[src/rtl/led_event_ctrl.sv]
// led_event_ctrl: turns eat/crash event strobes into a timed LED trigger level
// (a single flash for an eat event, a blink burst for a crash event).
module led_event_ctrl #(
    parameter int EAT_CYC       = 10_000_000,
    parameter int BLINK_ON_CYC  = 12_500_000,
    parameter int BLINK_OFF_CYC = 12_500_000,
    parameter int CRASH_BLINKS  = 3
) (
    input  logic sys_clk,
    input  logic sys_rst_n,
    input  logic eat_in,
    input  logic crash_in,
    input  logic abort,
    output logic trigger,
    output logic busy,
    output logic crash_active
);
    localparam int MAX_A = (EAT_CYC > BLINK_ON_CYC) ? EAT_CYC : BLINK_ON_CYC;
    localparam int MAX_C = (MAX_A > BLINK_OFF_CYC) ? MAX_A : BLINK_OFF_CYC;
    localparam int CW    = (MAX_C > 1) ? $clog2(MAX_C) : 1;
    localparam logic [CW-1:0] EAT_LAST = CW'(EAT_CYC - 1);
    localparam logic [CW-1:0] ON_LAST  = CW'(BLINK_ON_CYC - 1);
    localparam logic [CW-1:0] OFF_LAST = CW'(BLINK_OFF_CYC - 1);
    localparam logic [3:0]    IDX_LAST = 4'(CRASH_BLINKS - 1);

    typedef enum logic [1:0] {IDLE, EAT_ON, BLINK_ON, BLINK_OFF} state_t;

    state_t state, state_nx;
    logic [CW-1:0] cnt, cnt_nx;
    logic [3:0] idx, idx_nx;
    logic eat_d, crash_d;
    logic eat_evt, crash_evt;

    assign eat_evt   = eat_in & ~eat_d;
    assign crash_evt = crash_in & ~crash_d;

    // History flops reset high so a level already asserted at reset release is not an event.
    always_ff @(posedge sys_clk or negedge sys_rst_n) begin
        if (!sys_rst_n) begin
            state        <= IDLE;
            cnt          <= '0;
            idx          <= '0;
            eat_d        <= 1'b1;
            crash_d      <= 1'b1;
            trigger      <= 1'b0;
            busy         <= 1'b0;
            crash_active <= 1'b0;
        end else begin
            state        <= state_nx;
            cnt          <= cnt_nx;
            idx          <= idx_nx;
            eat_d        <= eat_in;
            crash_d      <= crash_in;
            trigger      <= (state_nx == EAT_ON) || (state_nx == BLINK_ON);
            busy         <= state_nx != IDLE;
            crash_active <= (state_nx == BLINK_ON) || (state_nx == BLINK_OFF);
        end
    end

    always_comb begin
        state_nx = state;
        cnt_nx   = cnt;
        idx_nx   = idx;
        if (abort) begin
            state_nx = IDLE;
            cnt_nx   = '0;
            idx_nx   = '0;
        end else begin
            case (state)
                IDLE, EAT_ON: begin
                    if (crash_evt) begin
                        state_nx = BLINK_ON;
                        cnt_nx   = '0;
                        idx_nx   = '0;
                    end else if (eat_evt) begin
                        state_nx = EAT_ON;
                        cnt_nx   = '0;
                    end else if (state == EAT_ON) begin
                        state_nx = (cnt == EAT_LAST) ? IDLE : EAT_ON;
                        cnt_nx   = (cnt == EAT_LAST) ? '0 : cnt + 1'b1;
                    end
                end
                BLINK_ON: begin
                    if (cnt == ON_LAST) begin
                        state_nx = (idx == IDX_LAST) ? IDLE : BLINK_OFF;
                        idx_nx   = (idx == IDX_LAST) ? '0 : idx + 4'd1;
                        cnt_nx   = '0;
                    end else begin
                        cnt_nx = cnt + 1'b1;
                    end
                end
                BLINK_OFF: begin
                    state_nx = (cnt == OFF_LAST) ? BLINK_ON : BLINK_OFF;
                    cnt_nx   = (cnt == OFF_LAST) ? '0 : cnt + 1'b1;
                end
                default: begin
                    state_nx = IDLE;
                    cnt_nx   = '0;
                    idx_nx   = '0;
                end
            endcase
        end
    end
endmodule
[config.mk]
export PLATFORM = sky130hd
export DESIGN_NAME = led_event_ctrl
export DESIGN_NICKNAME = d
export VERILOG_FILES = /design/src/rtl/led_event_ctrl.sv
export SDC_FILE = /design/constraint.sdc
export NUM_CORES = 1
export LEC_CHECK = 0
export ABC_AREA = 1
export BUFFER_PORTS_ARGS = -buffer_cell sky130_fd_sc_hd__buf_2
export CAP_MARGIN = 20
export CORE_ASPECT_RATIO = 0.8
export CORE_UTILIZATION = 65
export DETAILED_ROUTE_END_ITERATION = 16
export PLACE_DENSITY = 0.83
export SLEW_MARGIN = 20
export SYNTH_ARGS = -nofsm -noshare
export SYNTH_HDL_FRONTEND = slang
export SYNTH_SLANG_ARGS = --single-unit
[constraint.sdc]
create_clock -name sys_clk -period 6.06 [get_ports sys_clk]
set_input_delay 0.303 -clock sys_clk [delete_from_list [all_inputs] [get_ports sys_clk]]
set_output_delay 0.303 -clock sys_clk [all_outputs]
set_load 0.05 [all_outputs]
==> metrics <==
Post-Syn Instances 300; num ports 8; Filler cells between 200 and 300; initial DRC count 236; Hold Vio Cnt, Final 0; Pwr Density between 150 and 200 nW/µm²; IO buf count 7; TNS Setup 0 ps; clk buf depth 2; Synth Warn # 0; prevailing post-synth register cell dfrtp_1; die area approximately 3700 µm²; Worst Hold Class in -> async; ys async rst share 1.00; post-CTS resize count 0; Placer Congestion 0.958; vias in the first global route roughly 1.7k; clock root cell clkbuf_8; xor/xnor share of the synthesized area 0.0390; Tot Pwr 0.465 mW; share of the synthesized area in the top cell type 0.368; WL final between 5 and 6 mm; initial antenna violation count 0; post-route ant nets 0; Yosys reg bits 35; largest family of logic cells by synthesized area simple AND/OR/NAND/NOR gates; Tmin final ~2300 ps; largest net degree at the start of global routing 36; CTS Hold Buffers Added 0; Final #Nets ~320; DR WL/cell ~14 µm; kind of critical path reg -> reg; multiplexer area fraction after synthesis 0; Syn-to-layout area delta 5.80%; clock skew roughly 4.8 ps; TritonCTS Buffers 5; crit path DAT 2490 ps; Slew @ Worst Pin 765 ps; Avg Synthesized Cell Area approximately 7.5 µm²; Clock Latency Late Sink around 300 ps; H-tree Lvls 2; synth unique cells 31; most frequent cells in the layout nand2_1, nor2_1, inv_1; clock-pin transition on the worst setup and hold timing paths 70 ps; Max Clock Freq around 0.43 GHz; peak supply drop between 0.0002 and 0.00025 V; post-DP HPWL between 3 and 4 mm; simple-gate share of the synthesized area 0.390; Die Ht around 55 µm; CP Capture Type register; sequential area share after synthesis 0.391; area share of fa/ha/maj cells after synthesis 0.0334; crit share post-route 0.381; status finished, final reports clean; DR vias slightly below 2k; core area 3200 µm²; n_diodes 0; Via density roughly 5.7; syn_nets a little over 300; total clock sinks 35; synth top area cells dfrtp_1, nand2_1, nor2_1, inv_1, nand3_1; Syn Std Cell Area 2240 µm²; Starting Density 0.702; CP startpoint kind register; Final Max Tran Viols 0; crit-path max FO 4; relative slew slack 0.490; DRT Pass-1 Iters 5; Post-route DRC 0; Total GRT Usage 0.316; # rows 18; max-cap violations 0; first-pass GRT wire length around 8 mm; Setup Fix Bufs, Post-CTS 0; share of layout cells above drive strength 1 0.138; Die Wd 67.7 µm; Worst Path Required roughly 6200 ps; largest area contributor in the netlist dfrtp_1; Congestion Overflow GR 0; LEAKAGE about 1.1 nW; Synth Area in Compound Gates 0.0630; RSZ-0062 raised after global routing false; CTS tree yes; EDFF count, synth 0; most common cell after layout, fill and taps aside nand2_1; final setup vio count 0
-- critical path, cell delays in order, from the launching register on --
cell,delay (ps)
dfrtp_1,380
ha_1,190
nand2_1,120
nor2_4,180
inv_2,80
nor2_2,90
nand3_2,120
nand2_1,90
nand2_1,50
o21ai_0,300
inv_1,110
ha_1,200
or2_2,260
-- flip-flops by register name, summed over array words and instances, names as in the netlist --
| name | count |
|---|---|
| busy | 1 |
| cnt | 24 |
| crash_active | 1 |
| crash_d | 1 |
| eat_d | 1 |
| idx | 4 |
| state | 2 |
| trigger | 1 |
-- metal layers --
metal	GRT usage	vias up	routed length, µm
met4	0.0957	0	80
li1	-	987	-
met2	0.421	85	2030
met3	0.0979	10	373
met5	0	-	0
met1	0.475	908	2560
-- synth_stat cells, types with 2 or more instances --
master	instances
nand3_1	24
dfrtp_1	33
nand2_1	73
o21ai_1	3
inv_2	2
nor3_2	3
nor3_1	9
nand2_4	2
nor2_1	39
xor2_1	10
nor2_4	2
nor2_2	5
nand2_2	7
ha_1	6
a21oi_1	10
dfstp_2	2
nand3b_1	3
inv_1	35
o21ai_0	11
nand4_1	10
-- report_power, final --
part / total [mW] / switching [mW] / leakage (nW) / internal, mW
Sequential: 0.246 / 0.00520 / 0.476 / 0.241
Clock: 0.162 / 0.0819 / 0.0422 / 0.0805
Combinational: 0.0563 / 0.0430 / 0.597 / 0.0133
Total: 0.465 / 0.130 / 1.12 / 0.334
-- cells by family after synthesis --
group                      Yosys count
and+or+nand+nor                    181
buffers and inverters               42
DFF                                 35
AOI/OAI and AO/OA                   26
xor gates and xnor gates            10
adders and majority gates            6
-- cell type report --
class	instances	area [µm²]	area share
multi-input combinational	223	1180	0.496
sequential	35	878	0.370
timing repair buffer	7	35.0	0.0148
tap	40	50.0	0.0211
inverter	39	151	0.0638
clock buffer	7	76.3	0.0321
clock inverter	1	5.00	0.00211
-- worst paths after layout --
path,start,to,slack (ps),depth (start not counted)
max in group asynchronous,sys_rst_n,cnt[3],5490,1
hold reg to reg,cnt[0],cnt[0],530,1
setup / recovery,cnt[0],crash_active,3750,12
min in group sys_clk,crash_in,crash_d,110,1
setup reg to reg,cnt[0],crash_active,3750,12
hold / removal,sys_rst_n,cnt[16],70,1
-- per-stage QoR --
stage	area, µm²	utilization	setup slack, ps	hold WS [ps]	std cells
4_1_cts	2370	0.743	3760	93.0	352
5_1_grt	2370	0.743	3580	90.3	352
2_1_floorplan	2240	-	4020	7.41	300
3_5_place_dp	2290	0.717	3800	414	344
6_report	2370	0.743	3750	69.4	352
3_3_place_gp	2290	0.717	3900	404	344
Note: power is estimated with default switching activity, not from simulation.
